--- src/rtl/fetch_unit_if.sv ---
// rtl/fetch_unit_if.sv - fetch unit redirect, imem and decode-side signal bundle
interface fetch_unit_if;
    logic        redirect_in;
    logic [31:0] redirect_pc_in;
    logic        imem_req_valid_out;
    logic        imem_req_ready_in;
    logic [31:0] imem_addr_out;
    logic        imem_resp_valid_in;
    logic [31:0] imem_resp_data_in;
    logic        instr_valid_out;
    logic        instr_ready_in;
    logic [31:0] instr_out;
    logic [31:0] pc_out;

    // Fetch unit side
    modport master (
        input  redirect_in, redirect_pc_in,
        input  imem_req_ready_in, imem_resp_valid_in, imem_resp_data_in,
        input  instr_ready_in,
        output imem_req_valid_out, imem_addr_out,
        output instr_valid_out, instr_out, pc_out
    );

    // Environment side: branch resolution, instruction memory and decode
    modport slave (
        output redirect_in, redirect_pc_in,
        output imem_req_ready_in, imem_resp_valid_in, imem_resp_data_in,
        output instr_ready_in,
        input  imem_req_valid_out, imem_addr_out,
        input  instr_valid_out, instr_out, pc_out
    );
endinterface

--- src/rtl/fetch_unit.sv ---
// rtl/fetch_unit.sv - instruction fetch stage with single outstanding request and fetch queue
module fetch_unit #(
    parameter logic [31:0] RESET_PC = 32'h0000_0000,
    parameter int          QDEPTH   = 2
) (
    input  logic         clk,
    input  logic         reset,
    fetch_unit_if.master bus
);

    localparam int CW = $clog2(QDEPTH + 1);

    // REQ: free to issue, WAIT: response kept, DROP: response discarded
    typedef enum logic [1:0] {
        S_REQ  = 2'd0,
        S_WAIT = 2'd1,
        S_DROP = 2'd2
    } state_t;

    state_t        state_q, state_d;
    logic [31:0]   fetch_pc_q;
    logic [31:0]   inflight_pc_q;
    logic [CW-1:0] count_q, count_d;
    logic [CW-1:0] wr_idx;
    logic [31:0]   q_pc      [QDEPTH];
    logic [31:0]   q_ins     [QDEPTH];
    logic [31:0]   q_pc_d    [QDEPTH];
    logic [31:0]   q_ins_d   [QDEPTH];

    logic room;
    logic req_fire;
    logic resp_in;
    logic push;
    logic pop;

    // A request is only issued when its response is guaranteed a queue slot,
    // so responses never need back-pressure.
    assign room                   = (count_q < CW'(QDEPTH));
    assign bus.imem_req_valid_out = !reset && (state_q == S_REQ) && room && !bus.redirect_in;
    assign bus.imem_addr_out      = fetch_pc_q;
    assign req_fire               = bus.imem_req_valid_out && bus.imem_req_ready_in;
    assign resp_in                = bus.imem_resp_valid_in;

    // Queue head is the flop at index 0; entries shift toward it on pop
    assign bus.instr_valid_out = (count_q != '0);
    assign bus.instr_out       = q_ins[0];
    assign bus.pc_out          = q_pc[0];

    // A redirect overrides both queue operations: the flush wins
    assign push   = (state_q == S_WAIT) && resp_in && !bus.redirect_in;
    assign pop    = bus.instr_valid_out && bus.instr_ready_in && !bus.redirect_in;
    assign wr_idx = count_q - CW'(pop);

    // FSM next-state: redirect while outstanding turns the pending response into a drop
    always_comb begin
        state_d = state_q;
        case (state_q)
            S_REQ: begin
                if (req_fire) begin
                    state_d = S_WAIT;
                end
            end
            S_WAIT: begin
                if (resp_in) begin
                    state_d = S_REQ;
                end else if (bus.redirect_in) begin
                    state_d = S_DROP;
                end
            end
            S_DROP: begin
                if (resp_in) begin
                    state_d = S_REQ;
                end
            end
            default: state_d = S_REQ;
        endcase
    end

    // FSM state register
    always_ff @(posedge clk or posedge reset) begin
        if (reset) begin
            state_q <= S_REQ;
        end else begin
            state_q <= state_d;
        end
    end

    // Fetch PC advances on acceptance; a redirect realigns it to a word boundary
    always_ff @(posedge clk or posedge reset) begin
        if (reset) begin
            fetch_pc_q    <= RESET_PC;
            inflight_pc_q <= '0;
        end else if (bus.redirect_in) begin
            fetch_pc_q    <= bus.redirect_pc_in & 32'hFFFF_FFFC;
        end else if (req_fire) begin
            fetch_pc_q    <= fetch_pc_q + 32'd4;
            inflight_pc_q <= fetch_pc_q;
        end
    end

    // Queue next-state: shift on pop, then write the response behind the last live entry
    always_comb begin
        count_d = count_q;
        q_pc_d  = q_pc;
        q_ins_d = q_ins;
        if (bus.redirect_in) begin
            count_d = '0;
        end else begin
            if (pop) begin
                for (int i = 0; i < QDEPTH - 1; i++) begin
                    q_pc_d[i]  = q_pc[i + 1];
                    q_ins_d[i] = q_ins[i + 1];
                end
            end
            if (push) begin
                for (int i = 0; i < QDEPTH; i++) begin
                    if (CW'(i) == wr_idx) begin
                        q_pc_d[i]  = inflight_pc_q;
                        q_ins_d[i] = bus.imem_resp_data_in;
                    end
                end
            end
            count_d = count_q + CW'(push) - CW'(pop);
        end
    end

    // Queue storage and occupancy
    always_ff @(posedge clk or posedge reset) begin
        if (reset) begin
            count_q <= '0;
            for (int i = 0; i < QDEPTH; i++) begin
                q_pc[i]  <= '0;
                q_ins[i] <= '0;
            end
        end else begin
            count_q <= count_d;
            q_pc    <= q_pc_d;
            q_ins   <= q_ins_d;
        end
    end

endmodule

--- src/flat_wrapper.sv ---
// flat-port wrapper written by rule: the top's interface ports become plain ports
module fetch_unit_flat 
#(
    parameter logic [31:0] RESET_PC = 32'h0000_0000,
    parameter int          QDEPTH   = 2
)
  (clk, reset, bus_redirect_in, bus_redirect_pc_in, bus_imem_req_ready_in, bus_imem_resp_valid_in, bus_imem_resp_data_in, bus_instr_ready_in, bus_imem_req_valid_out, bus_imem_addr_out, bus_instr_valid_out, bus_instr_out, bus_pc_out);
  fetch_unit_if bus_i ();
  input  logic clk;
  input  logic reset;
  input wire logic [$bits(bus_i.redirect_in)-1:0] bus_redirect_in;
  input wire logic [$bits(bus_i.redirect_pc_in)-1:0] bus_redirect_pc_in;
  input wire logic [$bits(bus_i.imem_req_ready_in)-1:0] bus_imem_req_ready_in;
  input wire logic [$bits(bus_i.imem_resp_valid_in)-1:0] bus_imem_resp_valid_in;
  input wire logic [$bits(bus_i.imem_resp_data_in)-1:0] bus_imem_resp_data_in;
  input wire logic [$bits(bus_i.instr_ready_in)-1:0] bus_instr_ready_in;
  output wire logic [$bits(bus_i.imem_req_valid_out)-1:0] bus_imem_req_valid_out;
  output wire logic [$bits(bus_i.imem_addr_out)-1:0] bus_imem_addr_out;
  output wire logic [$bits(bus_i.instr_valid_out)-1:0] bus_instr_valid_out;
  output wire logic [$bits(bus_i.instr_out)-1:0] bus_instr_out;
  output wire logic [$bits(bus_i.pc_out)-1:0] bus_pc_out;
  assign bus_i.redirect_in = bus_redirect_in;
  assign bus_i.redirect_pc_in = bus_redirect_pc_in;
  assign bus_i.imem_req_ready_in = bus_imem_req_ready_in;
  assign bus_i.imem_resp_valid_in = bus_imem_resp_valid_in;
  assign bus_i.imem_resp_data_in = bus_imem_resp_data_in;
  assign bus_i.instr_ready_in = bus_instr_ready_in;
  assign bus_imem_req_valid_out = bus_i.imem_req_valid_out;
  assign bus_imem_addr_out = bus_i.imem_addr_out;
  assign bus_instr_valid_out = bus_i.instr_valid_out;
  assign bus_instr_out = bus_i.instr_out;
  assign bus_pc_out = bus_i.pc_out;
  fetch_unit #(.RESET_PC(RESET_PC), .QDEPTH(QDEPTH)) u_core (.clk(clk), .reset(reset), .bus(bus_i));
endmodule
--- config.mk ---
export PLATFORM = sky130hd
export DESIGN_NAME = fetch_unit_flat
export DESIGN_NICKNAME = d
export VERILOG_FILES = /design/src/rtl/fetch_unit_if.sv /design/src/rtl/fetch_unit.sv /design/src/flat_wrapper.sv
export SDC_FILE = /design/constraint.sdc
export NUM_CORES = 1
export LEC_CHECK = 0
export ABC_AREA = 1
export CAP_MARGIN = 20
export CORE_MARGIN = 4
export CORE_UTILIZATION = 47
export DETAILED_ROUTE_END_ITERATION = 10
export PLACE_DENSITY_LB_ADDON = 0.25
export RECOVER_POWER = 100
export SYNTH_ARGS = -nofsm -noshare
export SYNTH_HDL_FRONTEND = slang
export SYNTH_SLANG_ARGS = --single-unit
--- constraint.sdc ---
create_clock -name clk -period 7.3 [get_ports clk]
set_input_delay 1.095 -clock clk [delete_from_list [all_inputs] [get_ports clk]]
set_output_delay 1.095 -clock clk [all_outputs]
set_load 0.02 [all_outputs]
==> flow_summary.yaml, run 1 <==
worst_setup_path:
  worstSetupStartpointType: "input pin"
  endpoint_kind: "register"
  arrival_ps: 5460
  required_ps: 7660
  critical_path_class: "in -> reg"
  path_max_fanout: 64
sta:
  fin_tns_setup_ps: 0
  hold_viol_final: 0
  relSlewSlack_pct: -107
  max_clock_freq_ghz: 0.196
  min_period_ps: 5090
  rsz0062_at_grt: "false"
  timing.hold.ws_ps: 467
  skew_ps: 11.6
  worst_pin_slew_ps: 3100
  setup_viol: 0
  report.final.slew_viol_count: 184
  fin_crit_sh_pct: 69.7
outcome:
  violations: "capacitance limit, slew limit"
  status: "finished, violations left"
pwr:
  switchingPower_w: 0.00108
  p_int_w: 0.00208
  clkPwrFrac_pct: 27.8
  p_per_area_nw_per_um2: 262
  irDropWorstVdd_mv: 0.146
  power.total_w: 0.00316
  sequentialPowerShare_pct: 43.8
  swShare_pct: 34.3
  p_leak_nw: 6.43
  combinationalPowerShare_pct: 28.4
synthesis:
  post-synth-top-count-cell: "nand2_1"
  synthFlopType: "dfrtp_1"
  ys_top_cells_by_area: "dfrtp_1, nand2_1, buf_4"
  yosys-top-cells-count: "nand2_1, dfrtp_1, inv_1"
  synthArstFlopShare_pct: 100
  syn_inst: 1465
  netlist_area_um2: 10300
  ys_ff_latch: 190
  synth_top_area_share_pct: 46.3
  ys_warn_count: 0
  synth_edf_count: 0
  ys_types: 32
  syn_avg_cell_area_um2: 7.02
  synth_largest_area_cell: "dfrtp_1"
  synth-seq-area-share_pct: 46.3
route:
  dr.pass1.iters: 5
  ant_nets: 0
  viasPerCell: 4.91
  vias: 8907
  wl_mm: 25.3
  drc: 0
  wl_per_cell_um: 13.9
  drt_iter0_markers: 555
cts:
  cts_hold_buf: 0
  cts_buffers: 17
  clock-root-buffer: "clkbuf_16"
  postCtsSetupRepairBufs: 0
  insertion_delay_ps: 430
  clkTransAtPathRegs_ps: 80
  cts_sinks: 190
  post_cts_resized: 0
  htree_levels: 4
  cts_buffer_depth: 2
  cts_tree: "done"
placed_design:
  hpwl_mm: 15.7
  port_buffers: 163
  place_area_um2: 11500
  gp_congestion: 0.826
floorplan:
  num_io_pins: 168
  die_h_um: 156
  start_util_pct: 48.3
  die_area_um2: 24300
  rows: 53
  die_width_um: 156
  coreArea_um2: 21300
worst_hold_path:
  min_path_type: "reg -> reg"
grt:
  track_usage_pct: 21.0
  antenna_found_initial: 0
  grt_start_max_net_pins: 145
  grt.overflow.total: 0
  grt_pass1_wl_mm: 41.6
  grt_pass1_vias: 8201
final_layout:
  seq_area_um2: 4750
  final_area_um2: 12000
  syn_to_final_growth_pct: 17.2
  multi_input_area_um2: 4210
  drive_gt1_share_pct: 3.45
  n_antenna_cell: 0
  nFillCells: 1996
  fin_util_pct: 56.6
  final_nets: 1597
run:
  maxCapViolations: 2
==> state kept, by name, summed over array words and instances (netlist names) <==
name	cells
u_core.inflight_pc_q	30
u_core.state_q	2
u_core.bus.instr_out	32
u_core.bus.pc_out	32
u_core.q_pc	30
u_core.count_q	2
u_core.q_ins	32
u_core.bus.imem_addr_out	30
==> worst max-delay path: stages <==
cell and delay [ps]:
dlygate4sd3_1 900, nor2_1 220, nand2_2 120, buf_4 620
xor2_1 340, clkinv_1 170, nor2_4 810, clkbuf_1 900
nand2_1 140, nand2_1 110
==> cell usage in the layout (no fill, tap or decap) <==
master	Yosys	routed
nand2_1	746	746
o31ai_1	1	1
inv_8	0	2
buf_16	0	1
nand3_1	86	87
nand2_2	2	2
clkbuf_8	0	1
clkinv_2	0	1
buf_4	83	8
dlygate4sd3_1	0	98
clkinv_4	0	2
o211ai_1	4	4
o21ai_0	90	90
clkinvlp_4	0	7
clkbuf_1	27	4
inv_6	0	2
inv_2	6	3
clkinv_1	0	1
o21ai_4	0	1
or2_2	1	1
inv_1	116	117
nand3b_1	1	1
conb_1	1	2
ha_1	2	2
nor2_1	43	44
o21ai_2	1	1
clkbuf_16	0	17
nor2_2	4	3
xnor2_1	5	5
xor2_1	1	2
nor3_1	4	4
and3_1	1	1
nand4_1	7	7
and2_1	1	1
nor2_4	1	1
a21oi_1	13	13
clkdlybuf4s50_1	0	65
dfrtp_1	190	190
==> path summary, 6_finish.rpt <==
| check | end | cells after the start | slack (ps) | start |
|---|---|---|---|---|
| max in group asynchronous | u_core.count_q[0]$_DFF_PP0_ | 3 | 3300 | reset |
| min in group asynchronous | u_core.bus.imem_addr_out[6]$_DFFE_PP0P_ | 2 | 2140 | reset |
| worst min-delay path | u_core.q_pc[22]$_DFFE_PP0P_ | 2 | 470 | u_core.inflight_pc_q[22]$_DFFE_PP0P_ |
| worst min register to register | u_core.q_pc[22]$_DFFE_PP0P_ | 2 | 470 | u_core.inflight_pc_q[22]$_DFFE_PP0P_ |
| worst max-delay path | u_core.q_ins[1]$_DFFE_PP0P_ | 10 | 2210 | bus_redirect_in |
| worst max register to register | u_core.q_ins[1]$_DFFE_PP0P_ | 10 | 3390 | u_core.count_q[1]$_DFF_PP0_ |
==> power groups by stage <==
| stage | combinational [W] | clock, W | sequential, W |
|---|---|---|---|
| after floorplan | 0.000701 | 0 | 0.00139 |
| after global placement | 0.000934 | 0 | 0.00140 |
| after detailed placement | 0.000952 | 0 | 0.00141 |
| after CTS | 0.000957 | 0.000898 | 0.00139 |
| after global routing | 0.00100 | 0.000941 | 0.00141 |
| final | 0.000897 | 0.000877 | 0.00139 |
==> per-layer routing <==
| metal | share of wire, % | global-route usage (%) | wire length (um) | up-vias |
|---|---|---|---|---|
| met4 | 0.91 | 4.54 | 231 | 0 |
| met5 | 0 | 0 | 0 | - |
| li1 | - | - | - | 4544 |
| met3 | 6.9 | 3.94 | 1750 | 15 |
| met2 | 45 | 33.3 | 11400 | 278 |
| met1 | 47 | 30.3 | 11800 | 4070 |
==> cell families after synthesis <==
kind of cell             share of synthesized area (%)
AND/OR/NAND/NOR                                   34.4
buffers and inverters                             12.7
flip-flops                                        46.3
AO/OA/AOI/OAI                                     5.51
XOR/XNOR                                         0.779
adder cells (fa/ha/maj)                          0.243
other                                           0.0365
==> layout make-up <==
class                   instances  share of cell area, %
clock inverters                13                  0.893
repair buffers                175                   14.4
inverters                     122                   3.83
multi-input cells            1019                   34.9
clock buffers                  19                   3.68
well taps                     275                   2.86
flip-flops and latches        190                   39.5
==> metrics by stage <==
stage                     setup WS [ps]  std cells
final                              2210       1813
after detailed placement           2600       1780
after global placement             2660       1780
after global routing               1890       1813
after floorplan                    1030       1466
after CTS                          3040       1812
No activity file was read; power rests on OpenSTA's default activity.
==> run 2: changes to the inputs <==
==> constraint.sdc (replaced) <==
create_clock -name clk -period 4.9 [get_ports clk]
set_input_delay 0.735 -clock clk [delete_from_list [all_inputs] [get_ports clk]]
set_output_delay 0.735 -clock clk [all_outputs]
set_load 0.02 [all_outputs]
==> run 2 against run 1 <==
The flow still finishes with violations (capacitance limit, slew limit); total power is 50% higher; final cell count grew 0.17%; via count is 0.90% higher; non-clock buffer count is 3 higher; register-to-register slack got worse by 1400 ps; sequential power is 49% higher; utilization is 0.34 points higher; design area is 0.59% higher; setup slack got worse by 1200 ps; worst hold slack improved by 2.7 ps; critical endpoint is now u_core.q_pc[25]$_DFFE_PP0P_; largest cell class unchanged.
==> flow_summary.yaml, run 2 (synthesis gave the netlist of run 1 again) <==
worst_setup_path:
  cpMostUsedCell: "nand2_1"
  worstSetupStartpointType: "input pin"
  crit_path_start: "bus_redirect_in"
  ff2ff_setup_slack_ps: 1980
  worstRegToRegCells: 9
  slowest_stage: "clkbuf_2"
  path_max_fanout: 62
  path_cells: "dlygate4sd3_1 > nor2_1 > nand2_1 > o21ai_0 > nand2_1 > nor2_4 > clkbuf_2 > nand2_1 > nand2_1"
  r2r-end: "u_core.q_pc[25]$_DFFE_PP0P_"
  cpPeakStageDelay_ps: 1080
  required_ps: 5260
  endpoint_kind: "register"
  arrival_ps: 4260
  cp-endpoint: "u_core.q_pc[25]$_DFFE_PP0P_"
  reg2reg_from: "u_core.count_q[0]$_DFF_PP0_"
  critical_path_class: "in -> reg"
grt:
  antenna_found_initial: 0
  grt_pass1_wl_mm: 42.7
  grt.overflow.total: 0
  grt_pass1_vias: 8397
  track_usage_pct: 21.5
  grt_start_max_net_pins: 191
pwr:
  irDropWorstVdd_mv: 0.177
  p_per_area_nw_per_um2: 391
  sequentialPowerShare_pct: 43.6
  swShare_pct: 33.4
  power.total_w: 0.00474
  clkPwrFrac_pct: 28.2
  p_int_w: 0.00316
  p_leak_nw: 6.48
  combinationalPowerShare_pct: 28.2
  switchingPower_w: 0.00159
sta:
  report.final.slew_viol_count: 272
  worst_pin_slew_ps: 2710
  fin_crit_sh_pct: 79.6
  relSlewSlack_pct: -80.9
  fin_tns_setup_ps: 0
  skew_ps: 12.2
  max_clock_freq_ghz: 0.256
  rsz0062_at_grt: "false"
  hold_viol_final: 0
  min_period_ps: 3900
  setup_viol: 0
cts:
  cts_sinks: 190
  clkTransAtPathRegs_ps: 70
  cts_hold_buf: 0
  cts_tree: "done"
  cts_buffers: 17
  cts_buffer_depth: 2
  insertion_delay_ps: 420
  postCtsSetupRepairBufs: 0
  htree_levels: 4
  clock-root-buffer: "clkbuf_16"
  post_cts_resized: 0
final_layout:
  final_common_cell: "nand2_1"
  n_antenna_cell: 0
  multi_input_area_um2: 4230
  final_nets: 1600
  nFillCells: 1990
  final_cell_mix: "nand2_1, dfrtp_1, inv_1"
  seq_area_um2: 4750
  drive_gt1_share_pct: 3.83
  fin_util_pct: 56.9
  syn_to_final_growth_pct: 17.9
worst_hold_path:
  min_path_type: "reg -> reg"
outcome:
  status: "finished, violations left"
  violations: "capacitance limit, slew limit"
floorplan:
  start_util_pct: 48.3
  coreArea_um2: 21300
  die_width_um: 156
  rows: 53
  die_h_um: 156
  die_area_um2: 24300
  num_io_pins: 168
route:
  ant_nets: 0
  drt_iter0_markers: 555
  dr.pass1.iters: 5
  wl_mm: 25.5
  drc: 0
  viasPerCell: 4.95
  wl_per_cell_um: 14.0
  vias: 8987
placed_design:
  port_buffers: 163
  hpwl_mm: 16.1
  gp_congestion: 0.840
run:
  maxCapViolations: 2
[run 2: how the worst min path moves through the flow]
stage | startpoint | endpoint | slack [ps] | depth (start not counted)
finish | u_core.inflight_pc_q[11]$_DFFE_PP0P_ | u_core.q_pc[11]$_DFFE_PP0P_ | 470 | 2
global route | u_core.inflight_pc_q[7]$_DFFE_PP0P_ | u_core.q_pc[7]$_DFFE_PP0P_ | 490 | 2
CTS | u_core.inflight_pc_q[10]$_DFFE_PP0P_ | u_core.q_pc[10]$_DFFE_PP0P_ | 470 | 2
detailed placement | u_core.inflight_pc_q[10]$_DFFE_PP0P_ | u_core.q_pc[10]$_DFFE_PP0P_ | 450 | 2
global placement | u_core.inflight_pc_q[28]$_DFFE_PP0P_ | u_core.q_pc[28]$_DFFE_PP0P_ | 450 | 2
floorplan | u_core.inflight_pc_q[10]$_DFFE_PP0P_ | u_core.q_pc[10]$_DFFE_PP0P_ | 440 | 2
[run 2: worst max-delay path: cells and delay by family]
family | cells | cell delay, ps
buffers and inverters | 2 | 1850
and+or+nand+nor | 6 | 1210
AOI/OAI and AO/OA | 1 | 440
[run 2: metrics by stage]
stage          worst slack, ps  std cells  hold slack (ps)  cell area (um^2)
3_5_place_dp              1250       1784              453             11600
5_1_grt                    679       1816              488             12100
6_report                   999       1816              469             12100
2_1_floorplan             1720       1466              442             10300
4_1_cts                   1390       1816              470             12100
3_3_place_gp              1320       1784              445             11600
[run 2: final cells by class]
type | instances | area share, %
flip-flops and latches | 190 | 39.2
repair buffers | 178 | 14.5
clock buffers | 22 | 3.83
multi-input cells | 1019 | 34.9
inverters | 122 | 3.81
clock inverters | 10 | 0.847
well taps | 275 | 2.84
[run 2: per-layer routing]
layer | vias to the layer above | share of wire [%] | track usage [%]
met5 | - | 0 | 0
met3 | 13 | 6.8 | 4.52
met1 | 4160 | 47 | 30.6
met2 | 264 | 45 | 33.8
li1 | 4550 | - | -
met4 | 0 | 1.0 | 5.46
[run 2: power groups by stage]
stage / logic, W / registers, W / clock network (W)
after CTS: 0.00143 / 0.00208 / 0.00138
after global placement: 0.00140 / 0.00209 / 0
after floorplan: 0.00104 / 0.00208 / 0
final: 0.00134 / 0.00207 / 0.00134
after detailed placement: 0.00142 / 0.00210 / 0
after global routing: 0.00150 / 0.00211 / 0.00145
==> run 3: changes to the inputs <==
==> constraint.sdc (replaced) <==
create_clock -name clk -period 3.2 [get_ports clk]
set_input_delay 0.48 -clock clk [delete_from_list [all_inputs] [get_ports clk]]
set_output_delay 0.48 -clock clk [all_outputs]
set_load 0.02 [all_outputs]
==> run 3 against run 2 <==
The flow still finishes with violations (capacitance limit, slew limit); clock-buffer cell count up 2; register-to-register slack worse by 890 ps; wire length down 0.86%; sequential share of layout area down 0.30 points; total power up 55%; clock power up 59%; critical path depth down 4; sequential power up 53%; non-clock buffer count up 9; combinational power up 53%; via count up 0.12%.
==> flow_summary.yaml, run 3 (synthesis gave the netlist of run 1 again) <==
placed_design:
  port_buffers: 163
  gp_congestion: 0.879
  preCtsSetupSlack_ps: 600
  hpwl_mm: 16.4
final_layout:
  nFillCells: 2026
  drive_gt1_share_pct: 4.32
  n_antenna_cell: 0
  final_cell_mix: "nand2_1, dfrtp_1, inv_1"
  final_nets: 1609
  syn_to_final_growth_pct: 18.8
  final_common_cell: "nand2_1"
  multi_input_area_um2: 4230
  seq_area_um2: 4750
  fin_util_pct: 57.4
outcome:
  status: "finished, violations left"
  violations: "capacitance limit, slew limit"
sta:
  setup_viol: 0
  fin_crit_sh_pct: 86.0
  max_clock_freq_ghz: 0.363
  report.final.slew_viol_count: 192
  fin_ws_ps: 448
  worst_pin_slew_ps: 1780
  hold_viol_final: 0
  min_period_ps: 2750
  rsz0062_at_grt: "false"
  skew_ps: 8.53
  fin_tns_setup_ps: 0
  relSlewSlack_pct: -18.6
route:
  viasPerCell: 4.93
  ant_nets: 0
  dr.pass1.iters: 5
  vias: 8998
  drt_iter0_markers: 564
  wl_per_cell_um: 13.8
  drc: 0
  wl_mm: 25.3
pwr:
  power.total_w: 0.00735
  p_leak_nw: 6.52
  p_int_w: 0.00493
  switchingPower_w: 0.00242
  swShare_pct: 32.9
  clkPwrFrac_pct: 29.0
  sequentialPowerShare_pct: 43.0
  p_per_area_nw_per_um2: 602
  irDropWorstVdd_mv: 0.327
  combinationalPowerShare_pct: 28.0
floorplan:
  die_width_um: 156
  die_area_um2: 24300
  rows: 53
  coreArea_um2: 21300
  start_util_pct: 48.3
  num_io_pins: 168
  die_h_um: 156
cts:
  cts_buffers: 17
  insertion_delay_ps: 420
  clkTransAtPathRegs_ps: 70
  htree_levels: 4
  cts_sinks: 190
  cts_hold_buf: 0
  clock-root-buffer: "clkbuf_16"
  postCtsSetupRepairBufs: 0
  cts_tree: "done"
  post_cts_resized: 0
  cts_buffer_depth: 2
worst_setup_path:
  required_ps: 2720
  cpMostUsedCell: "dlygate4sd3_1"
  path_cells: "dlygate4sd3_1 > buf_4 > nor2_1 > and3_1 > dlygate4sd3_1"
  cp_top_family: "buffers and inverters"
  cpPeakStageDelay_ps: 670
  path_depth: 5
  path_buf_inv: 3
  arrival_ps: 2270
  worstRegToRegCells: 8
  endpoint_kind: "output port"
  worstSetupStartpointType: "input pin"
  slowest_stage: "dlygate4sd3_1"
  path_max_fanout: 18
  critical_path_class: "in -> out"
grt:
  grt_pass1_wl_mm: 41.7
  grt.overflow.total: 0
  antenna_found_initial: 0
  track_usage_pct: 20.9
  grt_pass1_vias: 8308
  grt_start_max_net_pins: 127
worst_hold_path:
  min_path_cells: 2
  min_path_type: "reg -> reg"
run:
  maxCapViolations: 2
run 3: cell types whose count changed in the layout (fill, tap and decap cells not counted), moves of 2 or more:
cell	before	now
inv_6	4	2
clkinv_4	2	0
clkbuf_1	4	6
buf_4	9	15
run 3: worst paths after layout:
kind,slack [ps],endpoint,start
worst max register to register,1090,u_core.q_ins[31]$_DFFE_PP0P_,u_core.state_q[1]$_DFFE_PP0P_
min in group asynchronous,1150,u_core.bus.imem_addr_out[12]$_DFFE_PP0P_,reset
worst min-delay path,470,u_core.q_pc[30]$_DFFE_PP0P_,u_core.inflight_pc_q[30]$_DFFE_PP0P_
worst min register to register,470,u_core.q_pc[30]$_DFFE_PP0P_,u_core.inflight_pc_q[30]$_DFFE_PP0P_
worst max-delay path,450,bus_imem_req_valid_out,bus_redirect_in
max in group asynchronous,840,u_core.q_ins[17]$_DFFE_PP0P_,reset
run 3: final cells by class:
| class | count | area share [%] |
|---|---|---|
| inverter | 122 | 3.76 |
| timing repair buffer | 187 | 15.0 |
| multi-input combinational | 1019 | 34.7 |
| tap | 275 | 2.82 |
| clock buffer | 24 | 3.95 |
| clock inverter | 8 | 0.861 |
| sequential | 190 | 38.9 |
run 3: power groups by stage:
stage | logic [W] | clock network [W] | registers [W]
4_1_cts | 0.00219 | 0.00218 | 0.00318
2_1_floorplan | 0.00160 | 0 | 0.00318
3_5_place_dp | 0.00218 | 0 | 0.00322
3_3_place_gp | 0.00214 | 0 | 0.00321
6_report | 0.00205 | 0.00213 | 0.00316
5_1_grt | 0.00230 | 0.00228 | 0.00322
run 3: through the flow:
stage               instance area, um^2  hold slack (ps)  instances
floorplan                         10300              442       1466
global placement                  11700              445       1793
detailed placement                11700              453       1793
CTS                               12300              469       1825
global route                      12200              478       1825
finish                            12200              467       1825
run 3: routing by layer:
metal	global-route usage, %	share of wire [%]	routed length [um]	vias up
met1	30.4	47	11800	4097
met5	0	0	0	-
met3	3.97	7.1	1800	24
li1	-	-	-	4568
met4	5.67	1.3	340	0
met2	32.3	45	11300	309
run 3: tightest hold or removal path, stage by stage, from the launching register on:
cell and delay [ps]:
dfrtp_1 340, nand2_1 50, nand2_1 40
